**config.mk**
```make
export PLATFORM = sky130hd
export DESIGN_NAME = ysyx_23060124_ifu
export DESIGN_NICKNAME = d
export VERILOG_FILES = /design/src/rtl/ysyx_23060124_ifu.sv
export SDC_FILE = /design/constraint.sdc
export NUM_CORES = 1
export LEC_CHECK = 0
export BUFFER_PORTS_ARGS = -buffer_cell sky130_fd_sc_hd__clkbuf_2
export CORE_ASPECT_RATIO = 0.8
export CORE_MARGIN = 2
export CORE_UTILIZATION = 41
export DETAILED_ROUTE_END_ITERATION = 16
export PLACE_DENSITY = 0.81
export SLEW_MARGIN = 20
export SYNTH_ARGS = -nofsm -noshare
export SYNTH_HDL_FRONTEND = slang
export SYNTH_SLANG_ARGS = --single-unit
```
**constraint.sdc**
```tcl
create_clock -name clk -period 2.15 [get_ports clk]
set_clock_uncertainty 0.05 [all_clocks]
set_input_delay 0.1075 -clock clk [delete_from_list [all_inputs] [get_ports clk]]
set_output_delay 0.1075 -clock clk [all_outputs]
set_load 0.02 [all_outputs]
```
**src/rtl/ysyx_23060124_ifu.sv**
```systemverilog
// Instruction fetch unit: one single-beat AXI4-Lite read per PC, handed to decode via valid/ready.
// Optional performance counters are built when YSYX_23060124_IFU_PERF_EN is defined.
module ysyx_23060124_ifu #(
  parameter int                   ISA_WIDTH = 32,
  parameter logic [ISA_WIDTH-1:0] NOP_INST  = 32'h0000_0013
) (
  input  logic                 clk,
  input  logic                 i_rst_ifu,
  input  logic [ISA_WIDTH-1:0] i_pc,
  input  logic                 i_pc_update,
  output logic [ISA_WIDTH-1:0] o_araddr,
  output logic                 o_arvalid,
  input  logic                 i_arready,
  input  logic [ISA_WIDTH-1:0] i_rdata,
  input  logic [1:0]           i_rresp,
  input  logic                 i_rvalid,
  output logic                 o_rready,
  output logic [ISA_WIDTH-1:0] o_inst,
  output logic [ISA_WIDTH-1:0] o_pc,
  output logic                 o_ifu_err,
  output logic                 o_ifu_valid,
  input  logic                 i_idu_ready,
  output logic                 o_ifu_busy,
  output logic [31:0]          o_perf_fetch_cnt,
  output logic [31:0]          o_perf_stall_cnt
);

  localparam logic [1:0] S_IDLE  = 2'd0;
  localparam logic [1:0] S_AR    = 2'd1;
  localparam logic [1:0] S_R     = 2'd2;
  localparam logic [1:0] S_VALID = 2'd3;

  logic [1:0]           state_q, state_d;
  logic                 boot_q, boot_d;
  logic                 arvalid_q, arvalid_d;
  logic                 rready_q, rready_d;
  logic                 valid_q, valid_d;
  logic                 err_q, err_d;
  logic [ISA_WIDTH-1:0] inst_q, inst_d;
  logic [ISA_WIDTH-1:0] pc_q, pc_d;
  logic [ISA_WIDTH-1:0] araddr_q, araddr_d;
  logic                 start;

  always_comb begin
    state_d   = state_q;
    boot_d    = boot_q;
    arvalid_d = arvalid_q;
    rready_d  = rready_q;
    valid_d   = valid_q;
    err_d     = err_q;
    inst_d    = inst_q;
    pc_d      = pc_q;
    araddr_d  = araddr_q;
    start     = 1'b0;

    case (state_q)
      S_IDLE: start = boot_q | i_pc_update;
      S_AR: begin
        if (i_arready) begin
          arvalid_d = 1'b0;
          rready_d  = 1'b1;
          state_d   = S_R;
        end
      end
      S_R: begin
        if (i_rvalid) begin
          inst_d   = i_rdata;
          err_d    = (i_rresp != 2'b00);
          rready_d = 1'b0;
          valid_d  = 1'b1;
          state_d  = S_VALID;
        end
      end
      default: begin
        if (i_idu_ready) begin
          valid_d = 1'b0;
          if (i_pc_update) start = 1'b1;
          else             state_d = S_IDLE;
        end
      end
    endcase

    // A misaligned PC never reaches the bus; it is reported as a faulting NOP.
    if (start) begin
      pc_d     = i_pc;
      araddr_d = i_pc;
      boot_d   = 1'b0;
      if (i_pc[1:0] == 2'b00) begin
        state_d   = S_AR;
        arvalid_d = 1'b1;
      end else begin
        state_d = S_VALID;
        inst_d  = NOP_INST;
        err_d   = 1'b1;
        valid_d = 1'b1;
      end
    end
  end

  always_ff @(posedge clk) begin
    if (i_rst_ifu) begin
      state_q   <= S_IDLE;
      boot_q    <= 1'b1;
      arvalid_q <= 1'b0;
      rready_q  <= 1'b0;
      valid_q   <= 1'b0;
      err_q     <= 1'b0;
      inst_q    <= '0;
      pc_q      <= '0;
      araddr_q  <= '0;
    end else begin
      state_q   <= state_d;
      boot_q    <= boot_d;
      arvalid_q <= arvalid_d;
      rready_q  <= rready_d;
      valid_q   <= valid_d;
      err_q     <= err_d;
      inst_q    <= inst_d;
      pc_q      <= pc_d;
      araddr_q  <= araddr_d;
    end
  end

  assign o_araddr    = araddr_q;
  assign o_arvalid   = arvalid_q;
  assign o_rready    = rready_q;
  assign o_inst      = inst_q;
  assign o_pc        = pc_q;
  assign o_ifu_err   = err_q;
  assign o_ifu_valid = valid_q;
  assign o_ifu_busy  = (state_q != S_IDLE);

`ifdef YSYX_23060124_IFU_PERF_EN
  logic [31:0] fetch_cnt_q;
  logic [31:0] stall_cnt_q;

  // Counters wrap naturally at 2^32.
  always_ff @(posedge clk) begin
    if (i_rst_ifu) begin
      fetch_cnt_q <= '0;
      stall_cnt_q <= '0;
    end else begin
      if (state_q == S_R && i_rvalid)            fetch_cnt_q <= fetch_cnt_q + 32'd1;
      if (state_q == S_AR || state_q == S_R)     stall_cnt_q <= stall_cnt_q + 32'd1;
    end
  end

  assign o_perf_fetch_cnt = fetch_cnt_q;
  assign o_perf_stall_cnt = stall_cnt_q;
`else
  assign o_perf_fetch_cnt = 32'h0;
  assign o_perf_stall_cnt = 32'h0;
`endif

endmodule

```
==> flow_summary.ini, run 1 <==
[run]
max-cap-violations = 0

[yosys]
synth.distinct_cells = 30
syn_inst = 429
mappedNetlistArea_mm2 = 0.00340
yosys_warnings = 0
synth-seq-area-share_pct = 41.9
syn_avg_cell_area_um2 = 7.92
yosys_register_bits = 71

[layout]
layout_commonest_cell = sky130_fd_sc_hd__clkbuf_2
insertedDiodeCount = 0
post_route_cells_drive_above_1_share_pct = 33.1
flow.area_growth_from_synthesis_pct = 38.9
layout_common_cells = sky130_fd_sc_hd__clkbuf_2 (172), sky130_fd_sc_hd__nand2_1 (133), sky130_fd_sc_hd__dfxtp_1 (71)
layout.nets = 706

[route]
num_vias = 3241
highest_layer = met4
ant_nets = 0
firstDrtPassIters = 4
detail_route.iter0.violations = 164
routed-wl-met3_um = 714
met1Wirelength_mm = 3.30
routed_wirelength_mm = 8.94
drt-vias-per-instance = 4.36
met2_wirelength_mm = 4.77
post_drt_wl_per_cell_um = 12.0
post-route-drc-count = 0

[power_and_ir_drop]
power_mw = 5.59
clockPowerShare_pct = 17.3
ir_worst_vdd_mv = 0.531
leakage_nw = 2.30
total_switching_power_mw = 2.55
cellInternalPower_mw = 3.04
seq_power_share_pct = 33.6
power.density_mw_per_mm2 = 1190
p_comb_share_pct = 49.1
power.switching_fraction_pct = 45.6

[timing]
worst_hold_slack_ns = 0.0679
minimum_period_implied_by_the_final_worst_setup_slack_ns = 1.89
setup-violations-final = 0
max_slew_headroom_pct = 64.2
max_freq_mhz = 528
slew_at_the_pin_closest_to_its_max_slew_limit_ns = 0.531
post-route-period-util_pct = 88.0
tns_ns = 0
rsz0062_at_grt = no
timing.final.hold_violations = 0
final-max-slew-violation-count = 0

[floorplan]
initial_utilization_pct = 42.5
design.core.area_mm2 = 0.00798
floorplan.die_area_mm2 = 0.00903
pin_count = 237
fp.dieW_um = 106
core.rowCount = 29
dieHeight_um = 85.4

[global_route]
maximum_number_of_pins_on_one_net_before_global_route_repair = 41
overflow = 0
antenna_found_initial = 0
first_global_vias = 2996
grt_first_pass_wirelength_mm = 13.7
global_route.usage.total_pct = 19.1

[setup_path]
critical_path_rt_ns = 2.37
timing.setup.critical_path_class = register to register
crit_path_max_incr_delay_ns = 0.39
worst_setup_path_end_kind = register
critPathSlowestCell = sky130_fd_sc_hd__mux2_2
critical_path_arrival_ns = 2.11
list_of_cells_traversed_by_the_critical_path = ha_1, mux2_2, a22oi_4, o21ai_2, buf_4, a21oi_1
worstSetupStartpointType = register
worst-r2r-cell-count = 6
critPathMaxFanout = 29

[hold_path]
timing.hold.worst_path_depth = 4
hp-class = input port to register

[placement]
gp_congestion = 0.742
detailedPlacementHpwl_mm = 5.88
io_buffers = 172

[clock_network]
clock_path_buffers = 2
tritoncts_clock_tree = yes
cts.reportedPaths.clkPinSlew_ns = 0.08
ctsResizeCount = 0
numCtsBuffers = 9
cts_root_buf = sky130_fd_sc_hd__clkbuf_8
clock_latency_ns = 0.34
cts_setup_buffers = 0
cts_htree_levels = 3
cts.sinks = 71

[status]
status = finished clean
[routing by layer]
| layer | global-route usage, % | up-vias |
|---|---|---|
| met4 | 6.22 | 0 |
| li1 | - | 1607 |
| met3 | 6.22 | 18 |
| met5 | 0 | - |
| met2 | 36.5 | 163 |
| met1 | 19.9 | 1453 |
[critical path: cells and delay by family (launching register included)]
family                   cells  cell delay [ns]
multiplexers                 1             0.39
flip-flops                   1             0.38
buffers and inverters        1             0.24
adder cells (fa/ha/maj)      1             0.23
AO/OA/AOI/OAI                3             0.51
[sequential cells by signal, indices dropped and copies added (netlist names)]
name / count
boot_q: 1
o_ifu_valid: 1
o_araddr: 32
o_rready: 1
o_inst: 32
o_arvalid: 1
o_ifu_err: 1
state_q: 2
[cell families (layout without fill, tap and decap cells)]
logic type               after synthesis  in the layout  synth area share, %
flip-flops                            71             71                 41.9
buffers and inverters                123            266                 24.8
multiplexers                           2              2                0.626
other                                  1             64                0.110
AND/OR/NAND/NOR                      146            146                 16.8
adder cells (fa/ha/maj)                4              4                 1.47
AO/OA/AOI/OAI                         82             82                 14.3
[synth_stat cells, drive strengths merged]
library cell / number / share of area (%)
dfxtp: 71 / 42
ha: 4 / 1.5
mux2i: 1 / 0.29
nand4: 1 / 0.18
o21ai: 5 / 0.74
nand2b: 2 / 0.37
nor2b: 2 / 0.37
and2: 2 / 0.37
mux2: 1 / 0.33
a21o: 1 / 0.22
or3: 1 / 0.18
or2: 1 / 0.18
a22oi: 2 / 0.85
inv: 5 / 0.55
a22o: 1 / 0.26
nor2: 4 / 0.44
buf: 106 / 23
o2111a: 1 / 0.33
o211ai: 1 / 0.22
clkbuf: 12 / 1.3
nand2: 133 / 15
conb: 1 / 0.11
a31oi: 4 / 0.74
a21oi: 67 / 11
[final cells by class]
| type | instances | area (µm²) |
|---|---|---|
| flip-flops and latches | 71 | 1420 |
| fillers | 687 | 3270 |
| repair buffers | 245 | 1580 |
| multi-input cells | 298 | 1370 |
| clock inverters | 5 | 32.5 |
| well taps | 108 | 135 |
| inverters | 5 | 18.8 |
| clock buffers | 11 | 151 |
[through the flow]
stage / util [%] / setup WS (ns) / cells / instance area (µm²)
after floorplan: - / 0.411 / 492 / 3630
after global placement: 48.6 / 0.346 / 662 / 3880
after detailed placement: 48.6 / 0.251 / 662 / 3880
after CTS: 59.1 / 0.247 / 743 / 4720
after global routing: 59.1 / 0.0998 / 743 / 4720
final: 59.1 / 0.257 / 743 / 4720
[power groups by stage]
stage | logic, mW | clock network (mW) | registers, mW
2_1_floorplan | 1.80 | 0 | 2.23
3_3_place_gp | 2.59 | 0 | 1.88
3_5_place_dp | 2.64 | 0 | 1.91
4_1_cts | 2.74 | 1.01 | 1.88
5_1_grt | 2.97 | 1.08 | 1.92
6_report | 2.75 | 0.965 | 1.88
[what timing repair did]
| action | CTS | global route |
|---|---|---|
| hold buffers | 65 | 0 |
| hold endpoints to repair | 65 | 0 |
| setup endpoints to repair | 0 | 0 |
[worst paths after layout]
path                                              start                    end  slack, ns
worst min register to register    o_inst[11]$_SDFF_PP0_  o_inst[11]$_SDFF_PP0_       0.41
worst max-delay path            state_q[1]$_SDFFE_PP0P_  o_inst[17]$_SDFF_PP0_       0.26
worst max register to register  state_q[1]$_SDFFE_PP0P_  o_inst[17]$_SDFF_PP0_       0.26
worst min-delay path                           i_rvalid  o_rready$_SDFFE_PP0P_       0.07
No activity file was read; power rests on OpenSTA's default activity.
==> run 2: changes to the inputs <==
Settings changed: ABC_CLOCK_PERIOD_IN_PS set to 2150, CELL_PAD_IN_SITES_DETAIL_PLACEMENT set to 1, CELL_PAD_IN_SITES_GLOBAL_PLACEMENT set to 1, CORE_ASPECT_RATIO 0.8 to unset, CORE_UTILIZATION 41 to 28, PLACE_DENSITY 0.81 to 0.82.
==> flow_summary.ini, run 2 (synthesis results as in run 1) <==
[setup_path]
r2r-start = state_q[1]$_SDFFE_PP0P_
crit_path_max_incr_delay_ns = 0.39
ff2ff_setup_slack_ns = 0.19
critical_path.startpoint = state_q[1]$_SDFFE_PP0P_
critPathMaxFanout = 32
critPathTopFamily = multiplexers
worst_setup_path_end_kind = register
critPathBufInv = 1
timing.setup.critical_path_class = register to register
setup.worst_path.end = o_araddr[6]$_SDFFE_PP0P_
r2r-end = o_araddr[6]$_SDFFE_PP0P_
cp_num_cells = 6
worstSetupStartpointType = register
critical_path_arrival_ns = 2.15
critPathSlowestCell = sky130_fd_sc_hd__mux2_2
list_of_cells_traversed_by_the_critical_path = ha_1, mux2_2, a22oi_4, buf_4, nand2_1, a21oi_1
critical_path_rt_ns = 2.35
worst-r2r-cell-count = 6

[clock_network]
cts.reportedPaths.clkPinSlew_ns = 0.06
cts.sinks = 71
clock_latency_ns = 0.32
cts_htree_levels = 3
tritoncts_clock_tree = yes
numCtsBuffers = 9
cts_root_buf = sky130_fd_sc_hd__clkbuf_16
clock_path_buffers = 2

[run]
max-cap-violations = 0

[layout]
flow.area_growth_from_synthesis_pct = 44.3
post_route_cells_drive_above_1_share_pct = 33.0
layout_common_cells = sky130_fd_sc_hd__clkbuf_2 (172), sky130_fd_sc_hd__nand2_1 (133), sky130_fd_sc_hd__dfxtp_1 (71)
insertedDiodeCount = 0
layout.nets = 704
layout_commonest_cell = sky130_fd_sc_hd__clkbuf_2
final-instance-count-excl-fill = 780
filler_cell_count = 1486

[timing]
timing.final.hold_violations = 0
post-route-period-util_pct = 91.0
setup-violations-final = 0
tns_ns = 0
final-max-slew-violation-count = 0
minimum_period_implied_by_the_final_worst_setup_slack_ns = 1.96
max_freq_mhz = 511
rsz0062_at_grt = no

[placement]
placed_cells_incl_taps = 700
detailedPlacementHpwl_mm = 7.15
io_buffers = 172
gp_congestion = 0.754

[route]
firstDrtPassIters = 4
drt-vias-per-instance = 4.33
detail_route.iter0.violations = 152
routed_wirelength_mm = 11.1
post-route-drc-count = 0
ant_nets = 0
post_drt_wl_per_cell_um = 14.2
num_vias = 3377

[global_route]
met3_usage_pct = 4.87
overflow = 0
global_route.usage.total_pct = 16.7
grt_first_pass_wirelength_mm = 17.1
maximum_number_of_pins_on_one_net_before_global_route_repair = 41
grtUsageMet1_pct = 16.1
use_met2_pct = 32.5
gr-max-usage-layer = met2
first_global_vias = 3539
antenna_found_initial = 0

[floorplan]
design.core.area_mm2 = 0.0119
initial_utilization_pct = 28.5
pin_count = 237
fp.dieW_um = 114
dieHeight_um = 114
core.rowCount = 40
floorplan.die_area_mm2 = 0.0130

[hold_path]
hp-class = input port to register
source_of_the_worst_hold_timing_path = i_pc[0]

[status]
status = finished clean

[power_and_ir_drop]
power.density_mw_per_mm2 = 1310
leakage_nw = 2.37
ir_worst_vdd_mv = 0.343
## run 2: cell count changes in the layout (fill, tap and decap cells not counted), sizes merged
cell and change:
clkinvlp -2, buf -1, dlygate4sd3 -1, bufinv +3, clkbuf -1
## run 2: routing by layer
| metal | vias to the layer above | share of wire (%) |
|---|---|---|
| li1 | 1611 | - |
| met1 | 1573 | 38 |
| met2 | 169 | 51 |
| met3 | 24 | 7.7 |
| met4 | 0 | 3.0 |
| met5 | - | 0 |
## run 2: how the worst min path moves through the flow
stage | to | slack (ns) | cells after the start
after floorplan | o_inst[10]$_SDFF_PP0_ | 0.19 | 2
after global placement | o_inst[19]$_SDFF_PP0_ | 0.28 | 3
after detailed placement | o_inst[17]$_SDFF_PP0_ | 0.29 | 3
after CTS | o_araddr[0]$_SDFFE_PP0P_ | 0.0002 | 3
after global routing | o_araddr[0]$_SDFFE_PP0P_ | 0.02 | 3
final | o_araddr[0]$_SDFFE_PP0P_ | 0.008 | 3
## run 2: timing repair
action | CTS | global route
endpoints found under the setup margin | 0 | 1
resized for setup | 0 | 1
endpoints found under the hold margin | 64 | 0
hold buffers | 64 | 0
buffers inserted | 0 | 0
## run 2: through the flow
step                hold WS, ns  cell area, µm²  setup slack, ns  power, mW  utilization [%]
floorplan                 0.193            3630            0.411       4.04                -
global placement          0.281            3910            0.300       4.49             32.8
detailed placement        0.291            3910            0.147       4.60             32.8
CTS                    0.000151            4900            0.133       6.45             41.1
global route             0.0161            4900           0.0164       6.83             41.1
finish                  0.00850            4900            0.194       6.41             41.1
## run 2: cell type report
class	count	area (µm²)	share of cell area, %
timing repair buffer	243	1560	31.8
multi-input combinational	298	1370	28.0
inverter	5	18.8	0.383
tap	147	184	3.75
sequential	71	1420	29.0
clock buffer	10	239	4.88
clock inverter	6	108	2.20
## run 2: worst register-to-register path, cell delays in order, from the launching register on
cell and delay (ns):
sky130_fd_sc_hd__dfxtp_1 0.38, sky130_fd_sc_hd__ha_1 0.25, sky130_fd_sc_hd__mux2_2 0.39, sky130_fd_sc_hd__a22oi_4 0.19, sky130_fd_sc_hd__buf_4 0.36, sky130_fd_sc_hd__nand2_1 0.11
sky130_fd_sc_hd__a21oi_1 0.16
## run 2: power breakdown
| part | switching, mW | total (mW) | internal (mW) |
|---|---|---|---|
| Sequential | 0.246 | 1.89 | 1.64 |
| Combinational | 1.91 | 2.80 | 0.892 |
| Clock | 0.560 | 1.72 | 1.16 |
| Total | 2.71 | 6.41 | 3.70 |
==> run 3: changes to the inputs <==
Settings changed: CORE_MARGIN 2 to 5.
==> flow_summary.ini, run 3 (synthesis results as in run 1) <==
[layout]
layout_common_cells = sky130_fd_sc_hd__clkbuf_2 (172), sky130_fd_sc_hd__nand2_1 (133), sky130_fd_sc_hd__dfxtp_1 (71)
filler_cell_count = 1495
layout_commonest_cell = sky130_fd_sc_hd__clkbuf_2
post_route_cells_drive_above_1_share_pct = 33.2
flow.area_growth_from_synthesis_pct = 43.7
layout.nets = 707
postLayoutCoreUtil_pct = 40.8

[hold_path]
source_of_the_worst_hold_timing_path = i_rvalid
hp-class = input port to register

[power_and_ir_drop]
ir_worst_vdd_mv = 0.432
leakage_nw = 2.36
power.density_mw_per_mm2 = 1270

[timing]
max_freq_mhz = 535
setup-violations-final = 0
post-route-period-util_pct = 86.9
setup_ws_ns = 0.281
timing.final.hold_violations = 0
minimum_period_implied_by_the_final_worst_setup_slack_ns = 1.87
final-max-slew-violation-count = 0
worst_hold_slack_ns = 0.0990
slew_at_the_pin_closest_to_its_max_slew_limit_ns = 0.603
tns_ns = 0
max_slew_headroom_pct = 59.4
rsz0062_at_grt = no

[clock_network]
clock_latency_ns = 0.33
cts.reportedPaths.clkPinSlew_ns = 0.06
clock_path_buffers = 2
numCtsBuffers = 9
tritoncts_clock_tree = yes
cts.sinks = 71
cts_htree_levels = 3
cts_root_buf = sky130_fd_sc_hd__clkbuf_16

[setup_path]
critPathMaxFanout = 29
critical_path.startpoint = state_q[0]$_SDFFE_PP0P_
list_of_cells_traversed_by_the_critical_path = inv_1, ha_1, nor2b_1, a22oi_4, o21ai_2, buf_4, a21oi_1
critical_path_rt_ns = 2.30
worstSetupStartpointType = register
r2r-start = state_q[0]$_SDFFE_PP0P_
worst_setup_path_end_kind = register
crit_path_max_incr_delay_ns = 0.35
timing.setup.critical_path_class = register to register
critical_path_arrival_ns = 2.02
critPathSlowestCell = sky130_fd_sc_hd__buf_4

[route]
post-route-drc-count = 0
ant_nets = 0
drt-vias-per-instance = 4.19
num_vias = 3287
detail_route.iter0.violations = 69
firstDrtPassIters = 4
routed_wirelength_mm = 11.4
post_drt_wl_per_cell_um = 14.5

[floorplan]
floorplan.die_area_mm2 = 0.0144
fp.dieW_um = 120
initial_utilization_pct = 28.4
design.core.area_mm2 = 0.0120
pin_count = 237
dieHeight_um = 120
core.rowCount = 40

[global_route]
grt_first_pass_wirelength_mm = 17.7
first_global_vias = 3604
overflow = 0
maximum_number_of_pins_on_one_net_before_global_route_repair = 41
global_route.usage.total_pct = 15.5
antenna_found_initial = 0

[status]
status = finished clean

[placement]
io_buffers = 172
detailedPlacementHpwl_mm = 7.77
gp_congestion = 0.721
place_worst_setup_slack_ns = 0.247

[run]
max-cap-violations = 0
==> run 3: what timing repair did <==
action	4_1_cts	5_1_grt
hold endpoints to repair	65	0
setup endpoints to repair	0	0
buffers inserted	0	0
gates resized for setup	0	0
hold buffers	65	0
==> run 3: power by group <==
group	switching [mW]	internal (mW)	total, mW
clock	0.595	0.899	1.49
sequential	0.240	1.64	1.88
combinational	1.89	0.912	2.80
==> run 3: layout make-up <==
cell class / count / area (µm²) / share of cell area, %
Timing Repair Buffer: 246 / 1580 / 32.4
Sequential cell: 71 / 1420 / 29.1
Multi-Input combinational cell: 298 / 1370 / 28.1
Clock buffer: 9 / 225 / 4.62
Tap cell: 147 / 184 / 3.77
Clock inverter: 7 / 73.8 / 1.51
Inverter: 5 / 18.8 / 0.385
Antenna cell: 2 / 5.00 / 0.103
==> run 3: path summary, 6_finish.rpt <==
path	endpoint	slack (ns)	cells after the start
worst max register to register	o_inst[11]$_SDFF_PP0_	0.28	7
worst min register to register	o_inst[21]$_SDFF_PP0_	0.41	2
worst max-delay path	o_inst[11]$_SDFF_PP0_	0.28	7
worst min-delay path	o_rready$_SDFFE_PP0P_	0.1	4
==> run 3: metrics by stage <==
step	cells	cell area, µm²	total power, mW
after floorplan	492	3630	4.04
after global routing	783	4870	6.62
after global placement	702	3930	4.53
final	785	4880	6.18
after CTS	783	4870	6.25
after detailed placement	702	3930	4.64
==> run 3: per-layer routing <==
layer	global-route usage, %	up-vias	share of wire (%)
met5	0	-	0
met4	7.30	0	1.9
met3	5.56	18	8.9
met2	29.6	151	54
met1	14.5	1501	36
li1	-	1617	-
==> run 3: critical path, delay by kind of cell (launching register included) <==
kind / cells / cell delay (ns)
AND/OR/NAND/NOR: 1 / 0.29
flip-flops: 1 / 0.33
buffers and inverters: 2 / 0.45
adder cells (fa/ha/maj): 1 / 0.21
AO/OA/AOI/OAI: 3 / 0.40
